$ cat src/rtl/serpent_encrypt_round_seq.sv
// Iterative Serpent encryption round sequencer.
// One plaintext block is folded through the external combinational round
// stage once per cycle. Each round's input is the current state XORed with
// that round's subkey, and the stage output becomes the new state. After the
// 32nd round the K32 subkey is mixed in and the ciphertext is held until the
// downstream side acknowledges it. A low i_subkey_valid freezes progress for
// as long as the key schedule needs.
module serpent_encrypt_round_seq #(
    parameter int WORD_W   = 32,
    parameter int N_ROUNDS = 32
) (
    input  logic              i_clk,
    input  logic              i_rst_n,
    input  logic              i_valid,
    output logic              o_ready,
    input  logic [WORD_W-1:0] i_pt_word_0,
    input  logic [WORD_W-1:0] i_pt_word_1,
    input  logic [WORD_W-1:0] i_pt_word_2,
    input  logic [WORD_W-1:0] i_pt_word_3,
    output logic [5:0]        o_subkey_idx,
    input  logic [WORD_W-1:0] i_subkey_word_0,
    input  logic [WORD_W-1:0] i_subkey_word_1,
    input  logic [WORD_W-1:0] i_subkey_word_2,
    input  logic [WORD_W-1:0] i_subkey_word_3,
    input  logic              i_subkey_valid,
    output logic [WORD_W-1:0] o_stage_word_0,
    output logic [WORD_W-1:0] o_stage_word_1,
    output logic [WORD_W-1:0] o_stage_word_2,
    output logic [WORD_W-1:0] o_stage_word_3,
    output logic [5:0]        o_stage_round,
    input  logic [WORD_W-1:0] i_stage_word_0,
    input  logic [WORD_W-1:0] i_stage_word_1,
    input  logic [WORD_W-1:0] i_stage_word_2,
    input  logic [WORD_W-1:0] i_stage_word_3,
    output logic              o_valid,
    input  logic              i_ready,
    output logic [WORD_W-1:0] o_ct_word_0,
    output logic [WORD_W-1:0] o_ct_word_1,
    output logic [WORD_W-1:0] o_ct_word_2,
    output logic [WORD_W-1:0] o_ct_word_3,
    output logic              o_busy
);

    typedef enum logic [1:0] {
        IDLE  = 2'd0,
        ROUND = 2'd1,
        FINAL = 2'd2,
        DONE  = 2'd3
    } fsm_t;

    typedef logic [3:0][WORD_W-1:0] block_t;

    localparam logic [5:0] LAST_ROUND = 6'(N_ROUNDS);
    localparam logic [5:0] FINAL_IDX  = 6'(N_ROUNDS);
    localparam block_t     ZERO_BLOCK = '0;

    // Key mixing is a plain bitwise XOR of all four words, no carries.
    function automatic block_t xor_block(input block_t a, input block_t b);
        return a ^ b;
    endfunction

    fsm_t   fsm_r;
    fsm_t   fsm_nx_s;
    block_t state_r;
    block_t state_nx_s;
    block_t ct_r;
    block_t ct_nx_s;
    logic [5:0] round_r;
    logic [5:0] round_nx_s;
    logic       valid_r;
    logic       valid_nx_s;

    block_t pt_s;
    block_t subkey_s;
    block_t stage_res_s;
    block_t mix_s;
    block_t stage_out_s;
    logic [5:0] subkey_idx_s;
    logic [5:0] stage_round_s;

    assign pt_s        = {i_pt_word_3, i_pt_word_2, i_pt_word_1, i_pt_word_0};
    assign subkey_s    = {i_subkey_word_3, i_subkey_word_2, i_subkey_word_1, i_subkey_word_0};
    assign stage_res_s = {i_stage_word_3, i_stage_word_2, i_stage_word_1, i_stage_word_0};

    // The same mix feeds the stage in ROUND and forms the ciphertext in FINAL.
    assign mix_s = xor_block(state_r, subkey_s);

    // Next-state logic: sequencing, stalls on subkey availability, DONE handshake.
    always_comb begin
        fsm_nx_s   = fsm_r;
        state_nx_s = state_r;
        round_nx_s = round_r;
        ct_nx_s    = ct_r;
        valid_nx_s = valid_r;
        case (fsm_r)
            IDLE: begin
                if (i_valid) begin
                    state_nx_s = pt_s;
                    round_nx_s = 6'd1;
                    fsm_nx_s   = ROUND;
                end else begin
                    fsm_nx_s   = IDLE;
                end
            end
            ROUND: begin
                if (i_subkey_valid) begin
                    state_nx_s = stage_res_s;
                    if (round_r == LAST_ROUND) begin
                        fsm_nx_s = FINAL;
                    end else begin
                        round_nx_s = round_r + 6'd1;
                    end
                end else begin
                    fsm_nx_s = ROUND;
                end
            end
            FINAL: begin
                if (i_subkey_valid) begin
                    ct_nx_s    = mix_s;
                    valid_nx_s = 1'b1;
                    fsm_nx_s   = DONE;
                end else begin
                    fsm_nx_s   = FINAL;
                end
            end
            DONE: begin
                if (i_ready) begin
                    valid_nx_s = 1'b0;
                    fsm_nx_s   = IDLE;
                end else begin
                    fsm_nx_s   = DONE;
                end
            end
            default: begin
                fsm_nx_s   = IDLE;
                valid_nx_s = 1'b0;
            end
        endcase
    end

    // Stage and key-store interface: only live during ROUND / FINAL.
    always_comb begin
        subkey_idx_s  = 6'd0;
        stage_round_s = 6'd0;
        stage_out_s   = ZERO_BLOCK;
        case (fsm_r)
            ROUND: begin
                subkey_idx_s  = round_r - 6'd1;
                stage_round_s = round_r;
                stage_out_s   = mix_s;
            end
            FINAL: begin
                subkey_idx_s  = FINAL_IDX;
            end
            default: begin
                subkey_idx_s  = 6'd0;
            end
        endcase
    end

    // State registers with synchronous active-low reset; reset abandons any block.
    always_ff @(posedge i_clk) begin
        if (!i_rst_n) begin
            fsm_r   <= IDLE;
            state_r <= ZERO_BLOCK;
            round_r <= 6'd0;
            ct_r    <= ZERO_BLOCK;
            valid_r <= 1'b0;
        end else begin
            fsm_r   <= fsm_nx_s;
            state_r <= state_nx_s;
            round_r <= round_nx_s;
            ct_r    <= ct_nx_s;
            valid_r <= valid_nx_s;
        end
    end

    assign o_ready        = (fsm_r == IDLE);
    assign o_busy         = (fsm_r == ROUND) || (fsm_r == FINAL);
    assign o_valid        = valid_r;
    assign o_subkey_idx   = subkey_idx_s;
    assign o_stage_round  = stage_round_s;
    assign o_stage_word_0 = stage_out_s[0];
    assign o_stage_word_1 = stage_out_s[1];
    assign o_stage_word_2 = stage_out_s[2];
    assign o_stage_word_3 = stage_out_s[3];
    assign o_ct_word_0    = ct_r[0];
    assign o_ct_word_1    = ct_r[1];
    assign o_ct_word_2    = ct_r[2];
    assign o_ct_word_3    = ct_r[3];

endmodule

$ cat config.mk
export PLATFORM = sky130hd
export DESIGN_NAME = serpent_encrypt_round_seq
export DESIGN_NICKNAME = d
export VERILOG_FILES = /design/src/rtl/serpent_encrypt_round_seq.sv
export SDC_FILE = /design/constraint.sdc
export NUM_CORES = 1
export LEC_CHECK = 0
export ABC_CLOCK_PERIOD_IN_PS = 3800
export CORE_AREA = 2 2 257 259
export DETAILED_ROUTE_END_ITERATION = 12
export DIE_AREA = 0 0 259 261
export PLACE_DENSITY = 0.46
export SLEW_MARGIN = 0
export SYNTH_ARGS = -nofsm -noshare
export SYNTH_HDL_FRONTEND = slang
export SYNTH_SLANG_ARGS = --single-unit
$ cat constraint.sdc
create_clock -name i_clk -period 3.8 [get_ports i_clk]
set_input_delay 0.76 -clock i_clk [delete_from_list [all_inputs] [get_ports i_clk]]
set_output_delay 0.76 -clock i_clk [all_outputs]
set_load 0.01 [all_outputs]
# == Word-level counts from Yosys, hierarchy flattened ==
# Index checks and enable logic that the tools add are counted.
# word_totals
out_inout_bits,271
input_bits,389
ff_bits,265
elab_cells,51
# classes
bitwise_logic,1
mux,19
add_sub_neg,2
n_eq_ne,10
reduce_logical,8
# op_table
op,count
2-to-1 mux 128 bit,3
one-hot mux 128 bit (2 select lines),1
XOR 128 bit,1
2-to-1 mux 6 bit,4
one-hot mux 6 bit (2 select lines),2
"inequality test 2 bit, second input constant",5
one-hot mux 2 bit (4 select lines),1
"adder 6 x 1 -> 6 bit, second input constant",1
"equality test 6 bit, second input constant",1
2-to-1 mux 2 bit,3
AND reduction 3 bit,2
"subtractor 6 x 1 -> 6 bit, second input constant",1
"equality test 2 bit, second input constant",2
2-to-1 mux 1 bit,4
AND reduction 4 bit,1
nonzero test 2 bit,2
"inequality test 3 bit, second input constant",1
"equality test 2 x 1 -> 1 bit, second input constant",1
logical NOT 2 bit,1
one-hot mux 1 bit (2 select lines),1
AND reduction 2 bit,1
logical OR 1 bit,1

# == Longest topological paths before layout ==
# logic_depth
depth_word,4
mapped_depth,10
depth_no_buf,6

# == Least setup slack after synthesis ==
# No wires, ideal clock.
# synth_path
path_type,reg2out
start,register fsm_r[1]
end,output port o_stage_word_0[10]
stages_incl_launch_ff,8
setup_slack_ns,1.622
arrival_ns,1.418
cell_sequence,dfxtp_1 -> inv_1 -> ha_1 -> clkbuf_8 -> buf_8 -> clkbuf_1 -> clkbuf_1 -> and2_1
# synth_via
elab_chain_cells,2
# synth_rtl
item,line_no,rtl
start: declaration,62,fsm_t fsm_r;
start signal: assignment,170,fsm_r <= fsm_nx_s;
equality test 2 x 1 -> 1 bit,146,case (fsm_r)
2-to-1 mux 128 bit,146,
end: declaration,26,"output logic [WORD_W-1:0] o_stage_word_0,"
# No other way between the ends.

# == Worst setup path after layout ==
# layout_path
start,register fsm_r[1]
end,output port o_stage_word_2[27]
# layout_via
elab_chain_cells,2
# layout_rtl
item,line_no,rtl
equality test 2 x 1 -> 1 bit,146,
2-to-1 mux 128 bit,146,
end: declaration,28,"output logic [WORD_W-1:0] o_stage_word_2,"
# No other way between the ends.

==> reports/metrics.yaml <==
drt:
  wirelength_mm: 53.6
  drt-pass1-iter-count: 5
  first_iter_violations: 330
  final_antenna_net_count: 0
  vias: 11700
  drc: 0
  via_per_inst: 4.08
  wire_per_inst_um: 18.8
clock_network:
  clk-insertion-delay-late_ns: 0.55
  root_buffer: "clkbuf_16"
  cts_buffers: 36
  hold_buffers: 0
  clkSinkCount: 265
  cts_tree: "built"
  clkTransAtPathRegs_ns: 0.06
  cts_resized: 0
  cts_setup_buffers: 0
  cts_buffer_depth: 3
  h-tree-depth: 2
placed_design:
  dp_cells: 2792
  port_buffers: 659
  gp_congestion: 0.803
  dpl.hpwl_mm: 39.9
critical_path:
  crit_type: "flop to output port"
  cp_data_required_time_ns: 3.04
  path_max_fanout: 64
  cp-end-kind: "output port"
  arrival_ns: 2.72
  startpoint_type: "flop"
  r2r_setup_slack_ns: 1.43
global_route:
  grt_pass1_wl_mm: 77.1
  grt_pass1_vias: 12100
  antenna_found_initial: 3
  track_usage_pct: 15.0
  grt_max_degree: 99
  overflow: 0
die:
  die_area_mm2: 0.0676
  core_mm2: 0.0650
  die_x_um: 259
  std_cell_rows: 94
  ioPinCount: 660
  die_h_um: 261
  initial_core_util_pct: 21.0
synth:
  synthArstFlopShare_pct: 0
  synth_seq_area_share_pct: 38.9
  synth.cell_area_mm2: 0.0136
  ys_ff_latch: 265
  synth.net_count: 1750
  syn_inst: 1354
  synth_ff_type: "dfxtp_1"
  avgSynthCellArea_um2: 10.1
  yosysWarnings: 0
  synth_cell_types: 39
  synth_edf_count: 0
layout:
  final_cells: 2856
  area_growth_pct: 61.9
  final_cell_mix: "clkdlybuf4s50_1, dfxtp_1, mux2i_1"
  final-seq-area_mm2: 0.00531
  multiInputGateArea_mm2: 0.00761
  fillers: 6671
  drive_gt1_share_pct: 4.22
  mostFrequentLayoutCell: "clkdlybuf4s50_1"
  postLayoutCoreUtil_pct: 33.9
  nets: 2362
sta:
  fin_setup_tns_ns: 0
  rsz0062_at_grt: "no"
  finClkSkew_ns: 0.0220
  post-route-period-util_pct: 91.7
  fmax_mhz: 287
  setup_viol: 0
  min_period_ns: 3.48
  drv_slew: 0
  tightest_slew_ns: 0.690
  slew-limit-headroom_pct: 52.7
  hold_viol_final: 0
worst_hold_path:
  min_path_type: "flop to flop"
pwr:
  vdd_ir_drop_max_mv: 0.229
  power_leakage_nw: 9.11
  power_density_mw_per_mm2: 399
status:
  status: "finished clean"
run:
  drv_cap: 0
-- flip-flops by register name (all words and copies together), names as in the netlist --
name         flops
fsm_r            2
o_ct_word_3     32
o_valid          1
o_ct_word_0     32
o_ct_word_2     32
o_ct_word_1     32
state_r        128
round_r          6
-- cell type report --
type,instances,area share (%)
clock buffers,56,4.92
clock inverters,6,0.216
multi-input cells,977,34.5
repair buffers,681,31.3
inverters,5,0.0851
diodes,2,0.0227
well taps,864,4.90
flip-flops and latches,265,24.0
-- critical path, cell delays in order, from the launching register on --
cell             delay, ns
dfxtp_1               0.32
inv_1                 0.12
ha_4                  0.38
buf_12                0.34
buf_4                 0.24
and2_1                0.13
clkdlybuf4s50_1       0.56
-- per-stage QoR --
stage          worst slack, ns  area [um^2]  power [mW]  hold slack [ns]
2_1_floorplan             1.62        13600        4.49            0.491
3_5_place_dp             0.712        20900        5.62            0.500
5_1_grt                  0.133        22100        9.33            0.525
4_1_cts                  0.241        22100        9.05            0.519
6_report                 0.316        22100        8.81            0.512
3_3_place_gp             0.717        20900        5.61            0.494
-- synthesized netlist by cell type (3+ instances only) --
library cell,count,area (um^2)
o211a_1,130,1300
o21ai_0,3,15.0
clkbuf_1,44,165
ha_1,7,87.6
nor3_1,4,20.0
buf_2,19,95.1
a21boi_0,3,22.5
inv_1,5,18.8
and2_1,134,838
buf_4,14,105
nand2_1,139,522
dfxtp_1,265,5310
nand3_1,4,20.0
nor2_1,10,37.5
xor2_1,129,1130
mux2i_1,258,2580
buf_6,27,304
a21oi_1,3,15.0
xnor2_1,3,26.3
nor2b_1,129,807
-- per-layer routing --
metal  vias to the layer above  part of all wire (%)  track usage [%]
met4                         2                   2.2             4.08
li1                       5806                     -                -
met3                        64                   8.0             4.89
met2                       405                    50             26.8
met5                         -                 0.024                0
met1                      5389                    40             17.2
-- power by group --
group | total [mW] | switching (mW) | internal, mW
sequential | 3.19 | 0.172 | 3.02
combinational | 2.33 | 1.06 | 1.26
clock | 3.29 | 1.33 | 1.96
-- logic make-up (layout without fill, tap and decap cells) --
kind of cell	Yosys count	count (layout)	share of synthesized area [%]
buffers and inverters	112	748	5.37
muxes	258	258	18.9
and+or+nand+nor	429	429	17.0
other	0	2	0
AOI/OAI and AO/OA	151	151	10.7
xor gates and xnor gates	132	132	8.48
adders and majority gates	7	7	0.643
DFF	265	265	38.9
-- final timing paths --
kind	start	end	cells after the start
max	fsm_r[1]$_SDFFE_PN0P_	o_stage_word_2[27]	6
min	o_ct_word_1[12]$_SDFFE_PN0P_	o_ct_word_1[12]$_SDFFE_PN0P_	2
max reg2reg	fsm_r[1]$_SDFFE_PN0P_	state_r[100]$_SDFFE_PN0P_	7
min reg2reg	o_ct_word_1[12]$_SDFFE_PN0P_	o_ct_word_1[12]$_SDFFE_PN0P_	2
No activity file was read; power rests on OpenSTA's default activity.
